[src/rtl/spram2_arb_pkg.sv]
// Shared types and constants for the spram2 two-requester arbiter.
// Holds the FSM state encoding and requester index constants.
package spram2_arb_pkg;

  typedef enum logic [1:0] {
    IDLE = 2'd0,
    OWN0 = 2'd1,
    OWN1 = 2'd2
  } state_t;

  localparam logic REQ0 = 1'b0;
  localparam logic REQ1 = 1'b1;

  function automatic logic other_req(input logic idx);
    return ~idx;
  endfunction

endpackage

[src/rtl/spram2_arb_if.sv]
// Requester and RAM-side bundle of the spram2 arbiter.
// The slave modport is the arbiter; the master modport is requesters plus the RAM.
interface spram2_arb_if #(
  parameter int AW = 8,
  parameter int DW = 32
);
  logic          req0, req1;
  logic          lock0, lock1;
  logic          we0, we1;
  logic [AW-1:0] addr0, addr1;
  logic [DW-1:0] wdata0, wdata1;
  logic          gnt0, gnt1;
  logic [DW-1:0] rdata;
  logic          rvalid0, rvalid1;
  logic          ram_ce, ram_we, ram_oe, ram_valid;
  logic [AW-1:0] ram_addr_w, ram_addr_r;
  logic [DW-1:0] ram_data;
  logic [DW-1:0] ram_q;

  modport slave (
    input  req0, req1, lock0, lock1, we0, we1, addr0, addr1, wdata0, wdata1, ram_q,
    output gnt0, gnt1, rdata, rvalid0, rvalid1,
           ram_ce, ram_we, ram_oe, ram_valid, ram_addr_w, ram_addr_r, ram_data
  );

  modport master (
    output req0, req1, lock0, lock1, we0, we1, addr0, addr1, wdata0, wdata1, ram_q,
    input  gnt0, gnt1, rdata, rvalid0, rvalid1,
           ram_ce, ram_we, ram_oe, ram_valid, ram_addr_w, ram_addr_r, ram_data
  );
endinterface

[src/rtl/spram2_rr_pick.sv]
// Combinational 2-way round-robin picker; an owning requester excludes the other.
module spram2_rr_pick
  import spram2_arb_pkg::*;
(
  input  logic   i_req0,
  input  logic   i_req1,
  input  logic   i_rr_ptr,
  input  state_t i_state,
  output logic   o_gnt0,
  output logic   o_gnt1
);

  // Select the winner for this cycle from state, requests and pointer.
  always_comb begin
    o_gnt0 = 1'b0;
    o_gnt1 = 1'b0;
    case (i_state)
      IDLE: begin
        if (i_req0 && i_req1) begin
          o_gnt0 = (i_rr_ptr == REQ0);
          o_gnt1 = (i_rr_ptr == REQ1);
        end else begin
          o_gnt0 = i_req0;
          o_gnt1 = i_req1;
        end
      end
      OWN0:    o_gnt0 = i_req0;
      OWN1:    o_gnt1 = i_req1;
      default: begin
        o_gnt0 = 1'b0;
        o_gnt1 = 1'b0;
      end
    endcase
  end

endmodule

[src/rtl/spram2_arb.sv]
// Arbiter/sequencer for the shared spram2 neighbour buffer: one access per cycle,
// round-robin with bounded locked bursts, tagged read data one cycle after grant.
module spram2_arb
  import spram2_arb_pkg::*;
#(
  parameter int AW        = 8,
  parameter int DW        = 32,
  parameter int MAX_BURST = 16
) (
  input  logic          clk,
  input  logic          rst,
  spram2_arb_if.slave   bus
);

  localparam int CW = $clog2(MAX_BURST + 1);

  state_t        r_state;
  logic          r_rr_ptr;
  logic [CW-1:0] r_burst_cnt;
  logic          r_rvalid0, r_rvalid1;

  logic          w_pick0, w_pick1;
  logic          w_gnt0, w_gnt1, w_any, w_win;
  logic          w_we, w_lock;
  logic [AW-1:0] w_addr;
  logic [DW-1:0] w_data;
  logic [CW-1:0] w_cnt_inc;

  spram2_rr_pick u_pick (
    .i_req0   (bus.req0),
    .i_req1   (bus.req1),
    .i_rr_ptr (r_rr_ptr),
    .i_state  (r_state),
    .o_gnt0   (w_pick0),
    .o_gnt1   (w_pick1)
  );

  // Grants are forced low for the whole time reset is asserted.
  assign w_gnt0    = w_pick0 & ~rst;
  assign w_gnt1    = w_pick1 & ~rst;
  assign w_any     = w_gnt0 | w_gnt1;
  assign w_win     = w_gnt1 ? REQ1 : REQ0;
  assign w_cnt_inc = r_burst_cnt + CW'(1'b1);

  // Route the winner's request fields to the RAM; requester 0 when idle.
  always_comb begin
    w_we   = 1'b0;
    w_lock = 1'b0;
    w_addr = bus.addr0;
    w_data = bus.wdata0;
    if (w_win == REQ1) begin
      w_we   = bus.we1;
      w_lock = bus.lock1;
      w_addr = bus.addr1;
      w_data = bus.wdata1;
    end else begin
      w_we   = bus.we0;
      w_lock = bus.lock0;
      w_addr = bus.addr0;
      w_data = bus.wdata0;
    end
  end

  // Ownership FSM, burst counter, round-robin pointer and read-valid pipeline.
  always_ff @(posedge clk or posedge rst) begin
    if (rst) begin
      r_state     <= IDLE;
      r_rr_ptr    <= REQ0;
      r_burst_cnt <= {CW{1'b0}};
      r_rvalid0   <= 1'b0;
      r_rvalid1   <= 1'b0;
    end else begin
      r_rvalid0 <= w_gnt0 & ~bus.we0;
      r_rvalid1 <= w_gnt1 & ~bus.we1;
      if (w_any) begin
        if (w_lock && (w_cnt_inc < CW'(MAX_BURST))) begin
          r_state     <= (w_win == REQ1) ? OWN1 : OWN0;
          r_burst_cnt <= w_cnt_inc;
        end else begin
          r_state     <= IDLE;
          r_burst_cnt <= {CW{1'b0}};
          r_rr_ptr    <= other_req(w_win);
        end
      end else if (r_state != IDLE) begin
        // Owner released without a request: one-cycle bubble, then hand over.
        r_state     <= IDLE;
        r_burst_cnt <= {CW{1'b0}};
        r_rr_ptr    <= other_req((r_state == OWN1) ? REQ1 : REQ0);
      end else begin
        r_state <= r_state;
      end
    end
  end

  assign bus.gnt0       = w_gnt0;
  assign bus.gnt1       = w_gnt1;
  assign bus.rdata      = bus.ram_q;
  assign bus.rvalid0    = r_rvalid0;
  assign bus.rvalid1    = r_rvalid1;
  assign bus.ram_ce     = w_any;
  assign bus.ram_valid  = w_any;
  assign bus.ram_we     = w_any & w_we;
  assign bus.ram_oe     = w_any & ~w_we;
  assign bus.ram_addr_w = w_addr;
  assign bus.ram_addr_r = w_addr;
  assign bus.ram_data   = w_data;

endmodule
[src/flat_wrapper.sv]
// flat-port wrapper written by rule: the top's interface ports become plain ports
module spram2_arb_flat import spram2_arb_pkg::*;
#(
  parameter int AW        = 8,
  parameter int DW        = 32,
  parameter int MAX_BURST = 16
)
  (clk, rst, bus_req0, bus_req1, bus_lock0, bus_lock1, bus_we0, bus_we1, bus_addr0, bus_addr1, bus_wdata0, bus_wdata1, bus_ram_q, bus_gnt0, bus_gnt1, bus_rdata, bus_rvalid0, bus_rvalid1, bus_ram_ce, bus_ram_we, bus_ram_oe, bus_ram_valid, bus_ram_addr_w, bus_ram_addr_r, bus_ram_data);
  spram2_arb_if #(.AW(AW), .DW(DW)) bus_i ();
  input  logic clk;
  input  logic rst;
  input wire logic [$bits(bus_i.req0)-1:0] bus_req0;
  input wire logic [$bits(bus_i.req1)-1:0] bus_req1;
  input wire logic [$bits(bus_i.lock0)-1:0] bus_lock0;
  input wire logic [$bits(bus_i.lock1)-1:0] bus_lock1;
  input wire logic [$bits(bus_i.we0)-1:0] bus_we0;
  input wire logic [$bits(bus_i.we1)-1:0] bus_we1;
  input wire logic [$bits(bus_i.addr0)-1:0] bus_addr0;
  input wire logic [$bits(bus_i.addr1)-1:0] bus_addr1;
  input wire logic [$bits(bus_i.wdata0)-1:0] bus_wdata0;
  input wire logic [$bits(bus_i.wdata1)-1:0] bus_wdata1;
  input wire logic [$bits(bus_i.ram_q)-1:0] bus_ram_q;
  output wire logic [$bits(bus_i.gnt0)-1:0] bus_gnt0;
  output wire logic [$bits(bus_i.gnt1)-1:0] bus_gnt1;
  output wire logic [$bits(bus_i.rdata)-1:0] bus_rdata;
  output wire logic [$bits(bus_i.rvalid0)-1:0] bus_rvalid0;
  output wire logic [$bits(bus_i.rvalid1)-1:0] bus_rvalid1;
  output wire logic [$bits(bus_i.ram_ce)-1:0] bus_ram_ce;
  output wire logic [$bits(bus_i.ram_we)-1:0] bus_ram_we;
  output wire logic [$bits(bus_i.ram_oe)-1:0] bus_ram_oe;
  output wire logic [$bits(bus_i.ram_valid)-1:0] bus_ram_valid;
  output wire logic [$bits(bus_i.ram_addr_w)-1:0] bus_ram_addr_w;
  output wire logic [$bits(bus_i.ram_addr_r)-1:0] bus_ram_addr_r;
  output wire logic [$bits(bus_i.ram_data)-1:0] bus_ram_data;
  assign bus_i.req0 = bus_req0;
  assign bus_i.req1 = bus_req1;
  assign bus_i.lock0 = bus_lock0;
  assign bus_i.lock1 = bus_lock1;
  assign bus_i.we0 = bus_we0;
  assign bus_i.we1 = bus_we1;
  assign bus_i.addr0 = bus_addr0;
  assign bus_i.addr1 = bus_addr1;
  assign bus_i.wdata0 = bus_wdata0;
  assign bus_i.wdata1 = bus_wdata1;
  assign bus_i.ram_q = bus_ram_q;
  assign bus_gnt0 = bus_i.gnt0;
  assign bus_gnt1 = bus_i.gnt1;
  assign bus_rdata = bus_i.rdata;
  assign bus_rvalid0 = bus_i.rvalid0;
  assign bus_rvalid1 = bus_i.rvalid1;
  assign bus_ram_ce = bus_i.ram_ce;
  assign bus_ram_we = bus_i.ram_we;
  assign bus_ram_oe = bus_i.ram_oe;
  assign bus_ram_valid = bus_i.ram_valid;
  assign bus_ram_addr_w = bus_i.ram_addr_w;
  assign bus_ram_addr_r = bus_i.ram_addr_r;
  assign bus_ram_data = bus_i.ram_data;
  spram2_arb #(.AW(AW), .DW(DW), .MAX_BURST(MAX_BURST)) u_core (.clk(clk), .rst(rst), .bus(bus_i));
endmodule
[config.mk]
export PLATFORM = sky130hd
export DESIGN_NAME = spram2_arb_flat
export DESIGN_NICKNAME = d
export VERILOG_FILES = /design/src/rtl/spram2_arb_pkg.sv /design/src/rtl/spram2_arb_if.sv /design/src/rtl/spram2_rr_pick.sv /design/src/rtl/spram2_arb.sv /design/src/flat_wrapper.sv
export SDC_FILE = /design/constraint.sdc
export NUM_CORES = 1
export LEC_CHECK = 0
export BUFFER_PORTS_ARGS = -buffer_cell sky130_fd_sc_hd__buf_2
export CORE_AREA = 2 2 80 82
export CTS_CLUSTER_SIZE = 10
export DETAILED_ROUTE_END_ITERATION = 10
export DIE_AREA = 0 0 82 84
export GPL_TIMING_DRIVEN = 0
export HOLD_SLACK_MARGIN = 0.12
export PLACE_DENSITY = 0.65
export SLEW_MARGIN = 20
export SYNTH_ARGS = -nofsm -noshare
export SYNTH_HDL_FRONTEND = slang
export SYNTH_SLANG_ARGS = --single-unit
export TNS_END_PERCENT = 5
[constraint.sdc]
create_clock -name clk -period 3.5 [get_ports clk]
set_input_delay 0.7 -clock clk [delete_from_list [all_inputs] [get_ports clk]]
set_output_delay 0.7 -clock clk [all_outputs]
set_load 0.03 [all_outputs]
==> After elaboration in Yosys (flattened, before gate mapping) <==
Cells that the tools add are included.
{ "word_totals": {"output_inout_bits": 88, "word_cells": 50, "reg_bits": 10} }
{ "classes": {"n_addsub": 1, "magnitude_cmp": 1, "n_reduce_logical": 6, "n_mux": 20, "n_bitwise": 14, "n_eq_ne": 3} }
{ "op_table": {"columns": ["op", "count"], "rows": [
  ["two-way mux 32 bit", 1],
  ["two-way mux 5 bit", 3],
  ["two-way mux 1 bit", 9],
  ["two-way mux 2 bit", 4],
  ["two-way mux 8 bit", 1],
  ["inverter 1 bit", 7],
  ["bitwise AND 1 bit", 6],
  ["adder 5 x 1 -> 5 bit, second input constant", 1],
  ["less-than comparator 5 bit, second input constant", 1],
  ["case mux 1 bit (2 select lines)", 2],
  ["nonzero test 2 bit", 2],
  ["equality test 2 x 1 -> 1 bit, second input constant", 1],
  ["equality test 2 bit, second input constant", 1],
  ["logical AND 1 bit", 2],
  ["zero test 2 bit", 1],
  ["!= test 2 bit, second input constant", 1],
  ["AND reduction 2 bit", 1],
  ["OR 1 bit", 1]
]} }

==> Logic depth before layout (Yosys ltp) <==
{ "logic_depth": {"depth_word": 9, "mapped_depth": 7, "depth_no_buf": 6} }

==> Cells and area by module <==
Synthesis repeated with hierarchy kept, for this count alone.
{ "hier_totals": {"cells_unflattened": 220, "area_unflattened_um2": 1330.0} }
{ "modules_own_cells": {"columns": ["module", "n_inst", "area_each_um2", "cells_each", "seq_area_each_um2"], "rows": [
  ["spram2_arb", 1, 1297.5, 216, 250.2],
  ["spram2_rr_pick", 1, 32.5, 4, 0.0]
]} }

==> Worst setup path after synthesis <==
Ideal clock, no wire load.
{ "synth_path": {"path_type": "input to output", "start": "input rst", "end": "output bus_ram_data[22]", "t_arrival_ns": 2.194, "required_ns": 2.800, "stages": 6, "setup_slack_ns": 0.606, "path_cell_list": "inv_1 -> o2111ai_4 -> inv_2 -> clkbuf_1 -> nand2_1 -> nand2_1"} }
{ "synth_via": {"elab_chain_cells": 4} }
{ "synth_lines": {"columns": ["item", "line_no", "rtl"], "rows": [
  ["start, declared", "flat_wrapper.sv:11", "input logic rst;"],
  ["inverter 1 bit", "spram2_arb.sv:40", "assign w_gnt1 = w_pick1 & ~rst;"],
  ["bitwise AND 1 bit", "spram2_arb.sv:40", null],
  ["via bus_gnt1", "flat_wrapper.sv:24", "output wire logic [$bits(bus_i.gnt1)-1:0] bus_gnt1;"],
  ["two-way mux 1 bit", "spram2_arb.sv:42", "assign w_win = w_gnt1 ? REQ1 : REQ0;"],
  ["two-way mux 32 bit", "spram2_arb.sv:51", "if (w_win == REQ1) begin"],
  ["end, declared", "flat_wrapper.sv:34", "output wire logic [$bits(bus_i.ram_data)-1:0] bus_ram_data;"]
]} }
The timed path passes the listed nets, and every way through them passes these cells.

==> Final worst setup path <==
{ "layout_path": {"start": "input rst", "end": "output bus_ram_addr_w[6]"} }
{ "layout_via": {"elab_chain_cells": 4} }
{ "layout_lines": {"columns": ["item", "line_no", "rtl"], "rows": [
  ["inverter 1 bit", "spram2_arb.sv:40", null],
  ["bitwise AND 1 bit", "spram2_arb.sv:40", null],
  ["two-way mux 1 bit", "spram2_arb.sv:42", null],
  ["two-way mux 8 bit", "spram2_arb.sv:51", null],
  ["end, declared", "flat_wrapper.sv:32", "output wire logic [$bits(bus_i.ram_addr_w)-1:0] bus_ram_addr_w;"]
]} }
Every way passes these cells.

==> metrics.txt <==
status completed; top cells by count, synth nand2_1, buf_4, dfrtp_1; CTS tree yes; Die Wd 82 µm; Area growth, synth to finish 75.6%; Critical Path Sink bus_ram_addr_w[6]; Rows 29; Max stage delay on crit path 370 ps; worst-skew pair later-pin latency 230 ps; largest net degree at the start of global routing 12; initial antenna violation count 0; Synth area leader nand2_1; CP Class input port to output port; Die H 84 µm; I/O Buffers 175; Placed Cells 473; vias in the first global route 1690; Hold WC Path Type input port to async pin; htree depth 1; final setup margin 374 ps; Slew @ Worst Pin 552 ps; Leakage 1.54 nW; number of synthesized flops with an enable pin 0; worst hold slack 428 ps; pwr dens 316 mW/mm²; Mapped Area 0.00135 mm²; Synth Instances 221; Avg Inst Size Synth 6.09 µm²; Post-Layout Cell Count 476; DP Wirelength 4190 µm; RR Startpoint u_core.r_state[1]; Layout Nets 522; CORE AREA 0.00610 mm²; Ys Warns 0; Setup crit start rst; CP max stage cell clkbuf_1; Worst path depth 9; R2R depth 5; Pins Over Slew Limit 0; post-synth net total 342; Synth top area share 0.338; drt first-iter violations 68; CP required 2800 ps; Seq cells post-synth 10; cts bufs inserted 3; reg-to-reg setup timing slack 1580 ps; Max transition margin 0.629; n_diodes 0; Vias/cell 4.06; share of flip-flops with an asynchronous set or reset 1.00; unrepaired setup endpoints after global routing no; max cap viols 0; critical path cell sequence buf_2 > clkinvlp_4 > o2111ai_4 > inv_2 > clkbuf_1 > nand2_1 > nand2_1 > buf_4 > buf_2; wire per inst 10.1 µm; gpl congestion 0.775; ranking of synthesized cells by area nand2_1, buf_4, dfrtp_1; Worst Skew 6.46 ps; first-pass GRT wire length 7270 µm; Total Routing Usage GR 0.132; Critical Path End Type output port; WP data arrival 2430 ps; Total Power 0.000748 W; drt pass-1 iters 4; fraction of layout instances using a drive strength above 1 0.571; DRC 0; Routed Antenna Nets 0; R2R Path End u_core.r_burst_cnt[3]; maximum buffer depth of the clock tree 2; CP delay by family, top buffers and inverters; Fin. Hold Viols 0; # clock sinks 10; vias after detailed routing 1932; I/O pin count 208; final worst-path cycle share 0.893; GRT overflow 0; most numerous cell in the Yosys netlist nand2_1; CP Max Fanout 11; clock transition at the registers of the reported paths 50 ps; Buf+Inv Stages, Crit Path 6; Die ar. 0.00689 mm²; Initial Utilization 0.221; Routed WL 4830 µm; library cells used by synthesis 32; clk root buf clkbuf_8; post-synthesis sequential area ratio 0.186; fmax 320 MHz; hold buffers post-CTS 0; type of origin of the critical path input port; Main synth FF type dfrtp_1; pre-CTS WS 101 ps; Final TNS setup 0 ps; Final min period 3130 ps; peak supply drop 0.124 mV; Setup-failing EPs final 0
-- how the worst min path moves through the flow --
stage                           from                     to  slack (ps)
2_1_floorplan  u_core.r_burst_cnt[4]  u_core.r_burst_cnt[4]         490
3_3_place_gp   u_core.r_burst_cnt[4]  u_core.r_burst_cnt[4]         520
3_5_place_dp   u_core.r_burst_cnt[1]  u_core.r_burst_cnt[1]         520
4_1_cts                          rst      u_core.r_state[1]         500
5_1_grt                          rst      u_core.r_state[1]         460
6_report                         rst      u_core.r_state[1]         430
-- report_power, final --
| part | total (W) | switching [W] | internal [W] |
|---|---|---|---|
| logic | 0.000494 | 0.000316 | 0.000178 |
| registers | 0.000139 | 0.0000117 | 0.000128 |
| clock network | 0.000115 | 0.0000397 | 0.0000748 |
-- state kept, by name (all words and copies together), names as in the netlist --
register	count
u_core.bus.rvalid0	1
u_core.bus.rvalid1	1
u_core.r_rr_ptr	1
u_core.r_state	2
u_core.r_burst_cnt	5
-- cell type report --
type | count | area (µm²)
plain buffers | 49 | 338
clock buffers | 3 | 41.3
fillers | 660 | 3730
inverters | 7 | 30.0
multi-input cells | 155 | 731
flip-flops and latches | 10 | 250
well taps | 77 | 96.3
repair buffers | 175 | 876
-- cells by family (layout without fill, tap and decap cells) --
family | count (synthesis) | count (layout) | share of synthesized area
AND/OR/NAND/NOR | 140 | 140 | 0.420
buffers and inverters | 56 | 234 | 0.271
AO/OA/AOI/OAI | 10 | 10 | 0.0809
flip-flops | 10 | 10 | 0.186
multiplexers | 3 | 3 | 0.0260
adder cells (fa/ha/maj) | 1 | 1 | 0.00930
XOR/XNOR | 1 | 1 | 0.00651
-- placed cells by master (no fill, tap or decap), types with 3 or more instances in the layout --
cell | synthesis | routed
and2_1 | 3 | 3
buf_2 | 0 | 175
buf_4 | 41 | 41
clkbuf_1 | 8 | 8
clkbuf_8 | 0 | 3
dfrtp_1 | 10 | 10
inv_1 | 6 | 5
nand2_1 | 121 | 121
nand3_1 | 3 | 3
nor2_1 | 5 | 5
-- routing by layer --
layer | part of all wire | GRT usage | up-vias
li1 | - | - | 1006
met1 | 0.41 | 0.159 | 810
met2 | 0.48 | 0.235 | 112
met3 | 0.099 | 0.0227 | 4
met4 | 0.0097 | 0.0318 | 0
met5 | 0 | 0 | -
-- per-stage QoR --
step / util / instance area, µm²
after global placement: 0.380 / 2320
after floorplan: - / 1350
after CTS: 0.387 / 2360
after global routing: 0.388 / 2360
final: 0.388 / 2360
after detailed placement: 0.380 / 2320
-- repair_timing --
action | CTS | global route
buffers inserted | 0 | 0
setup endpoints to repair | 0 | 22
gates resized for setup | 0 | 1
Power figures use the tool's default switching activity.
